===== config.mk =====
export PLATFORM = sky130hd
export DESIGN_NAME = sdram_port_arbiter_flat
export DESIGN_NICKNAME = d
export VERILOG_FILES = /design/src/rtl/sdram_port_arbiter_if.sv /design/src/rtl/sdram_port_arbiter.sv /design/src/flat_wrapper.sv
export SDC_FILE = /design/constraint.sdc
export NUM_CORES = 1
export LEC_CHECK = 0
export ABC_AREA = 1
export BUFFER_PORTS_ARGS = -buffer_cell sky130_fd_sc_hd__buf_2
export CAP_MARGIN = 10
export CORE_AREA = 5 5 110 71
export DETAILED_ROUTE_END_ITERATION = 10
export DIE_AREA = 0 0 115 76
export GPL_TIMING_DRIVEN = 0
export PLACE_DENSITY_LB_ADDON = 0.25
export SLEW_MARGIN = 15
export SYNTH_ARGS = -nofsm -noshare
export SYNTH_HDL_FRONTEND = slang
export SYNTH_SLANG_ARGS = --single-unit

===== constraint.sdc =====
create_clock -name clk -period 2.8 [get_ports clk]
set_input_delay 0 -clock clk [delete_from_list [all_inputs] [get_ports clk]]
set_output_delay 0 -clock clk [all_outputs]
set_load 0.05 [all_outputs]

===== src/rtl/sdram_port_arbiter_if.sv =====
// Avalon-MM style requester bundle: one instance per engine feeding the arbiter.
interface sdram_port_arbiter_if #(
  parameter int ADDR_W = 32,
  parameter int DATA_W = 16
);
  logic [ADDR_W-1:0] address;
  logic              read;
  logic              write;
  logic [DATA_W-1:0] writedata;
  logic [1:0]        byteenable;
  logic              waitrequest;
  logic [DATA_W-1:0] readdata;
  logic              readdatavalid;

  modport master (
    output address, read, write, writedata, byteenable,
    input  waitrequest, readdata, readdatavalid
  );

  modport slave (
    input  address, read, write, writedata, byteenable,
    output waitrequest, readdata, readdatavalid
  );
endinterface


===== src/rtl/sdram_port_arbiter.sv =====
// Round-robin arbiter sharing one SDRAM Avalon-MM port between two requesters.
// Reads are tagged in an in-order ID FIFO so each returned beat reaches its issuer.
//
// state | meaning
// IDLE  | no grant; picks the next owner, the side that was not last wins ties
// G0    | requester 0 drives the controller
// G1    | requester 1 drives the controller
module sdram_port_arbiter #(
  parameter int ADDR_W      = 32,
  parameter int DATA_W      = 16,
  parameter int MAX_PENDING = 8,
  parameter int MAX_HOLD    = 64
) (
  input  logic                          clk,
  input  logic                          reset,
  sdram_port_arbiter_if.slave           m0,
  sdram_port_arbiter_if.slave           m1,
  output logic [ADDR_W-1:0]             sdram_address,
  output logic                          sdram_read_n,
  output logic                          sdram_write_n,
  output logic                          sdram_chipselect,
  output logic [1:0]                    sdram_byteenable,
  output logic [DATA_W-1:0]             sdram_writedata,
  input  logic                          sdram_waitrequest,
  input  logic [DATA_W-1:0]             sdram_readdata,
  input  logic                          sdram_readdatavalid,
  output logic [1:0]                    grant,
  output logic [$clog2(MAX_PENDING):0]  pending,
  output logic                          err_orphan
);
  localparam int PTR_W  = $clog2(MAX_PENDING);
  localparam int HOLD_W = $clog2(MAX_HOLD + 1);
  localparam logic [PTR_W:0]    PEND_FULL = (PTR_W + 1)'(MAX_PENDING);
  localparam logic [HOLD_W-1:0] HOLD_LAST = HOLD_W'(MAX_HOLD - 1);

  localparam logic [1:0] S_IDLE = 2'd0;
  localparam logic [1:0] S_G0   = 2'd1;
  localparam logic [1:0] S_G1   = 2'd2;

  logic [1:0]             state;
  logic                   last;
  logic [HOLD_W-1:0]      hold_cnt;
  logic [MAX_PENDING-1:0] id_mem;
  logic [PTR_W-1:0]       wr_ptr;
  logic [PTR_W-1:0]       rd_ptr;

  logic              req0, req1;
  logic              granted, sel;
  logic              g_read, g_write, g_req, g_req_other;
  logic [ADDR_W-1:0] g_addr;
  logic [DATA_W-1:0] g_wdata;
  logic [1:0]        g_be;
  logic              pop_ok, fifo_full, head_id;
  logic              rd_go, wr_go, accept, push, g_wait;

  assign req0    = m0.read | m0.write;
  assign req1    = m1.read | m1.write;
  assign granted = !reset && (state == S_G0 || state == S_G1);
  assign sel     = (state == S_G1);

  assign g_read      = sel ? m1.read       : m0.read;
  assign g_write     = sel ? m1.write      : m0.write;
  assign g_addr      = sel ? m1.address    : m0.address;
  assign g_wdata     = sel ? m1.writedata  : m0.writedata;
  assign g_be        = sel ? m1.byteenable : m0.byteenable;
  assign g_req       = sel ? req1 : req0;
  assign g_req_other = sel ? req0 : req1;

  // A beat popping this cycle frees a slot, so a read may push into a full FIFO
  assign pop_ok    = !reset && sdram_readdatavalid && (pending != '0);
  assign fifo_full = (pending == PEND_FULL) && !pop_ok;
  assign head_id   = id_mem[rd_ptr];

  // Write wins when a requester illegally raises both strobes
  assign rd_go  = granted && g_read && !g_write && !fifo_full;
  assign wr_go  = granted && g_write;
  assign accept = (rd_go || wr_go) && !sdram_waitrequest;
  assign push   = rd_go && !sdram_waitrequest;
  assign g_wait = sdram_waitrequest || (g_read && !g_write && fifo_full);

  assign m0.waitrequest   = !(granted && !sel) || g_wait;
  assign m1.waitrequest   = !(granted && sel) || g_wait;
  assign m0.readdatavalid = pop_ok && !head_id;
  assign m1.readdatavalid = pop_ok && head_id;
  assign m0.readdata      = (pop_ok && !head_id) ? sdram_readdata : '0;
  assign m1.readdata      = (pop_ok && head_id)  ? sdram_readdata : '0;

  assign sdram_address    = granted ? g_addr  : '0;
  assign sdram_writedata  = granted ? g_wdata : '0;
  assign sdram_byteenable = granted ? g_be    : 2'b11;
  assign sdram_read_n     = !rd_go;
  assign sdram_write_n    = !wr_go;
  assign sdram_chipselect = 1'b1;
  assign grant            = {granted && sel, granted && !sel};

  // Grant FSM with round-robin tie break and burst-hold hand-off
  always_ff @(posedge clk) begin
    if (reset) begin
      state    <= S_IDLE;
      last     <= 1'b1;
      hold_cnt <= '0;
    end else begin
      case (state)
        S_IDLE: begin
          hold_cnt <= '0;
          if (req0 && (!req1 || last)) state <= S_G0;
          else if (req1)               state <= S_G1;
        end
        S_G0, S_G1: begin
          if (!g_req) begin
            state    <= S_IDLE;
            last     <= sel;
            hold_cnt <= '0;
          end else if (accept && hold_cnt == HOLD_LAST && g_req_other) begin
            state    <= sel ? S_G0 : S_G1;
            last     <= sel;
            hold_cnt <= '0;
          end else if (accept && hold_cnt != HOLD_LAST) begin
            hold_cnt <= hold_cnt + 1'b1;
          end
        end
        default: state <= S_IDLE;
      endcase
    end
  end

  // ID storage needs no reset; only entries between the pointers are ever read
  always_ff @(posedge clk) begin
    if (push) id_mem[wr_ptr] <= sel;
  end

  // FIFO pointers, occupancy and sticky orphan flag
  always_ff @(posedge clk) begin
    if (reset) begin
      wr_ptr     <= '0;
      rd_ptr     <= '0;
      pending    <= '0;
      err_orphan <= 1'b0;
    end else begin
      if (push)   wr_ptr <= wr_ptr + 1'b1;
      if (pop_ok) rd_ptr <= rd_ptr + 1'b1;
      case ({push, pop_ok})
        2'b10:   pending <= pending + 1'b1;
        2'b01:   pending <= pending - 1'b1;
        default: pending <= pending;
      endcase
      if (sdram_readdatavalid && pending == '0) err_orphan <= 1'b1;
    end
  end
endmodule


===== src/flat_wrapper.sv =====
// flat-port wrapper written by rule: the top's interface ports become plain ports
module sdram_port_arbiter_flat 
#(
  parameter int ADDR_W      = 32,
  parameter int DATA_W      = 16,
  parameter int MAX_PENDING = 8,
  parameter int MAX_HOLD    = 64
)
  (clk, reset, sdram_address, sdram_read_n, sdram_write_n, sdram_chipselect, sdram_byteenable, sdram_writedata, sdram_waitrequest, sdram_readdata, sdram_readdatavalid, grant, pending, err_orphan, m0_address, m0_read, m0_write, m0_writedata, m0_byteenable, m0_waitrequest, m0_readdata, m0_readdatavalid, m1_address, m1_read, m1_write, m1_writedata, m1_byteenable, m1_waitrequest, m1_readdata, m1_readdatavalid);
  sdram_port_arbiter_if #(.ADDR_W(ADDR_W), .DATA_W(DATA_W)) m0_i ();
  sdram_port_arbiter_if #(.ADDR_W(ADDR_W), .DATA_W(DATA_W)) m1_i ();
  input  logic clk;
  input  logic reset;
  output logic [ADDR_W-1:0] sdram_address;
  output logic sdram_read_n;
  output logic sdram_write_n;
  output logic sdram_chipselect;
  output logic [1:0] sdram_byteenable;
  output logic [DATA_W-1:0] sdram_writedata;
  input  logic sdram_waitrequest;
  input  logic [DATA_W-1:0] sdram_readdata;
  input  logic sdram_readdatavalid;
  output logic [1:0] grant;
  output logic [$clog2(MAX_PENDING):0] pending;
  output logic err_orphan;
  input wire logic [$bits(m0_i.address)-1:0] m0_address;
  input wire logic [$bits(m0_i.read)-1:0] m0_read;
  input wire logic [$bits(m0_i.write)-1:0] m0_write;
  input wire logic [$bits(m0_i.writedata)-1:0] m0_writedata;
  input wire logic [$bits(m0_i.byteenable)-1:0] m0_byteenable;
  output wire logic [$bits(m0_i.waitrequest)-1:0] m0_waitrequest;
  output wire logic [$bits(m0_i.readdata)-1:0] m0_readdata;
  output wire logic [$bits(m0_i.readdatavalid)-1:0] m0_readdatavalid;
  input wire logic [$bits(m1_i.address)-1:0] m1_address;
  input wire logic [$bits(m1_i.read)-1:0] m1_read;
  input wire logic [$bits(m1_i.write)-1:0] m1_write;
  input wire logic [$bits(m1_i.writedata)-1:0] m1_writedata;
  input wire logic [$bits(m1_i.byteenable)-1:0] m1_byteenable;
  output wire logic [$bits(m1_i.waitrequest)-1:0] m1_waitrequest;
  output wire logic [$bits(m1_i.readdata)-1:0] m1_readdata;
  output wire logic [$bits(m1_i.readdatavalid)-1:0] m1_readdatavalid;
  assign m0_i.address = m0_address;
  assign m0_i.read = m0_read;
  assign m0_i.write = m0_write;
  assign m0_i.writedata = m0_writedata;
  assign m0_i.byteenable = m0_byteenable;
  assign m0_waitrequest = m0_i.waitrequest;
  assign m0_readdata = m0_i.readdata;
  assign m0_readdatavalid = m0_i.readdatavalid;
  assign m1_i.address = m1_address;
  assign m1_i.read = m1_read;
  assign m1_i.write = m1_write;
  assign m1_i.writedata = m1_writedata;
  assign m1_i.byteenable = m1_byteenable;
  assign m1_waitrequest = m1_i.waitrequest;
  assign m1_readdata = m1_i.readdata;
  assign m1_readdatavalid = m1_i.readdatavalid;
  sdram_port_arbiter #(.ADDR_W(ADDR_W), .DATA_W(DATA_W), .MAX_PENDING(MAX_PENDING), .MAX_HOLD(MAX_HOLD)) u_core (.clk(clk), .reset(reset), .m0(m0_i), .m1(m1_i), .sdram_address(sdram_address), .sdram_read_n(sdram_read_n), .sdram_write_n(sdram_write_n), .sdram_chipselect(sdram_chipselect), .sdram_byteenable(sdram_byteenable), .sdram_writedata(sdram_writedata), .sdram_waitrequest(sdram_waitrequest), .sdram_readdata(sdram_readdata), .sdram_readdatavalid(sdram_readdatavalid), .grant(grant), .pending(pending), .err_orphan(err_orphan));
endmodule

==> impl_results.md <==
- Placed Cells: 665
- Complex-gate fraction of the synthesized area: 0.2675
- Commonest cells after routing, fill and taps aside: buf_2 (223), nor2_1 (68), inv_1 (50)
- Hold Path Class: in -> reg
- Cells after Synth: 356
- Post-route ant nets: 0
- Avg Cell Area, Syn: 6.885 um2
- Die width: 115 um
- Sequential power share: 0.198
- CTS tree: built
- Hpwl dp: 8.449 mm
- Clock sinks: 29
- Pwr dens: 795.7 nW/um2
- Drt first pass iters: 4
- Final std cells w/o fill: 674
- Final Hold Fails: 0
- RR Startpoint: u_core.state[0]
- Largest net degree at the start of global routing: 14
- WL/cell: 14.53 um
- Row cnt: 24
- CP Capture Point: sdram_writedata[13]
- Die area: 8740 um2
- Flop-to-flop setup slack: 0.29 ns
- Clk slew on worst S/H paths: 0.07 ns
- Relative slew slack: 0.5884
- Post-route clock period utilization: 0.9017
- Net Sw Power: 1.675 mW
- Critical path data arrival time: 2.52 ns
- Largest family of logic cells by synthesized area: simple AND/OR/NAND/NOR gates
- First-pass GRT wire length: 15.50 mm
- Post-Synth Simple-Gate Area: 0.2843
- Status: complete, no violations
- Nets: 715
- Worst Max-Slew Pin Slew: 0.6117 ns
- # H-tree levels: 2
- Switching share of total power: 0.5533
- Share of layout cells above drive strength 1: 0.4408
- CP Max Fanout: 10
- Placed inst area: 3659 um2
- Power share of the clock group: 0.143
- Skew final: 0.004512 ns
- TNS Setup: 0 ns
- Syn_nets: 489
- Yosys reg bits: 29
- Comb power frac: 0.659
- Internal Pwr Total: 1.352 mW
- Number of buffers created by CTS: 5
- Fillers: 677
- Slew Viols, Final: 0
- Worst reg2reg path depth: 14
- Top Metal Used: met4
- Vias: 3,218
- Routed WL: 9.792 mm
- Total global routing overflow: 0
- Number of max-cap violations: 0
- Design Area, Final: 3804 um2
- Crit. End Element: output port
- Max rail drop VDD: 0.3843 mV
- Initial Util: 0.3580
- Port Buf Inserts: 218
- Area contributors post-synth: dfxtp_1 (17%), a22o_1 (17%), nor2_1 (11%)
- Most common cell after layout, fill and taps aside: buf_2
- Clk root buf: clkbuf_8
- Initial DRC count: 134
- Seq/Total Area, Yosys: 0.2695
- Max clock buf depth: 2
- Drc violations: 0
- Crit. Startpoint: u_core.state[1]
- Die Ht: 76 um
- Post-Synth XOR/XNOR Area: 0.02144
- Synthesis warning total: 0
- Post-Synth Adder-Cell Area: 0.04594
- Fmax: 396.1 MHz
- RSZ-0062 raised after global routing: no
- Setup-failing EPs final: 0
- Number of global-route vias before repair: 3,161
- Synth top area share: 0.1715
- WL met2: 4.655 mm
- Met1 wire length: 4.199 mm
- Via density: 4.774
- Mux cell area share after synthesis: 0
- Post-synth cell types: 32
- N_diodes: 0
- Worst-Skew Late Latency: 0.28 ns
- Total Routing Usage GR: 0.2177
- Final Core Density: 0.5556
- Synth Cell Area: 2451 um2
- Area growth from synthesis to layout: 55.18%
- Wire length on met3: 726 um
- LEAKAGE: 2.162 nW
- Synth area leader: dfxtp_1
- WS Path Type: reg -> out
- Final min period: 2.525 ns
- Initial antenna violation count: 0
- Core Footprint: 6847 um2
- Ports: 220
- Startpoint class of the critical path: flip-flop
- WP data required: 2.80 ns
- GP Congestion: 0.9089
- Reg2Reg Capture Point: u_core.pending[2]
flip-flops by register name, summed over array words and instances, names as in the netlist:
register	count
u_core.pending	4
u_core.wr_ptr	3
u_core.err_orphan	1
u_core.state	2
u_core.hold_cnt	7
u_core.id_mem	8
u_core.rd_ptr	3
u_core.last	1
what timing repair did:
item | in CTS | in global routing
setup endpoints to repair | 0 | 42
gates resized for setup | 0 | 11
hold buffers | 1 | 0
endpoints found under the hold margin | 1 | 0
buffers inserted | 0 | 0
synthesized netlist by cell type:
cell type and count:
nor2_1 69, inv_1 50, a22o_1 48, nand2_1 48, dfxtp_1 21, a21oi_1 17
o21ai_0 15, nand3_1 12, ha_1 9, clkbuf_1 8, edfxtp_1 8, nor3_1 7
buf_2 5, inv_2 5, nand2_2 4, xor2_1 4, nor2_4 3, o21ai_1 3
nand3_2 2, nand4_1 2, nor3b_1 2, o22a_1 2, o32ai_1 2, xnor2_1 2
a21oi_4 1, buf_4 1, conb_1 1, nand2_4 1, nand3_4 1, nand4_4 1
nor4_1 1, o21ai_2 1
final cells by class:
class	count	area, um2	area share
multi-input cells	258	1549	0.4072
flip-flops and latches	29	660.6	0.1737
clock inverters	2	33.78	0.008882
plain buffers	14	66.31	0.01743
inverters	55	206.4	0.05428
clock buffers	6	72.57	0.01908
well taps	91	113.9	0.02993
repair buffers	219	1101	0.2895
worst min path at each step:
stage / start / endpoint / slack (ns) / cells past startpoint
after global placement: sdram_readdatavalid / u_core.err_orphan / 0.26 / 3
after global routing: reset / u_core.wr_ptr[0] / 0.04 / 2
after CTS: reset / u_core.wr_ptr[0] / 0.02 / 2
after floorplan: reset / u_core.state[1] / 0.07 / 1
after detailed placement: sdram_readdatavalid / u_core.err_orphan / 0.25 / 3
final: reset / u_core.wr_ptr[0] / 0.03 / 2
cells by family (layout without fill, tap and decap cells):
family                     Yosys count  in the layout
other                                1              1
AOI/OAI and AO/OA                   89             89
and+or+nand+nor                    153            153
xor gates and xnor gates             6              6
DFF                                 29             29
adders and majority gates            9              9
buffers and inverters               69            296
critical path, cell delays in order (launching register included):
cell      delay (ns)
dfxtp_1         0.39
inv_1           0.09
ha_4            0.32
inv_2           0.07
nor2_4          0.12
inv_1           0.07
nor2_1          0.32
clkbuf_1        0.38
a22o_1          0.20
buf_2           0.29
metrics by stage:
step | worst slack (ns) | power, mW | hold slack [ns]
after floorplan | 0.1767 | 2.100 | 0.06907
final | 0.2753 | 3.027 | 0.02745
after global placement | 0.2305 | 2.541 | 0.2590
after global routing | 0.004940 | 3.226 | 0.04402
after detailed placement | 0.1536 | 2.572 | 0.2549
after CTS | 0.1099 | 3.012 | 0.01928
power by group through the flow:
stage	sequential (mW)	clock, mW	combinational [mW]
floorplan	0.642	0	1.46
global placement	0.600	0	1.94
detailed placement	0.606	0	1.97
CTS	0.597	0.440	1.97
global route	0.609	0.461	2.16
finish	0.600	0.431	2.00
routing by layer:
layer | vias up | GRT usage
met3 | 14 | 0.05397
met1 | 1429 | 0.2684
met4 | 0 | 0.05979
li1 | 1640 | -
met5 | - | 0
met2 | 135 | 0.3747
No activity file was read; power rests on OpenSTA's default activity.
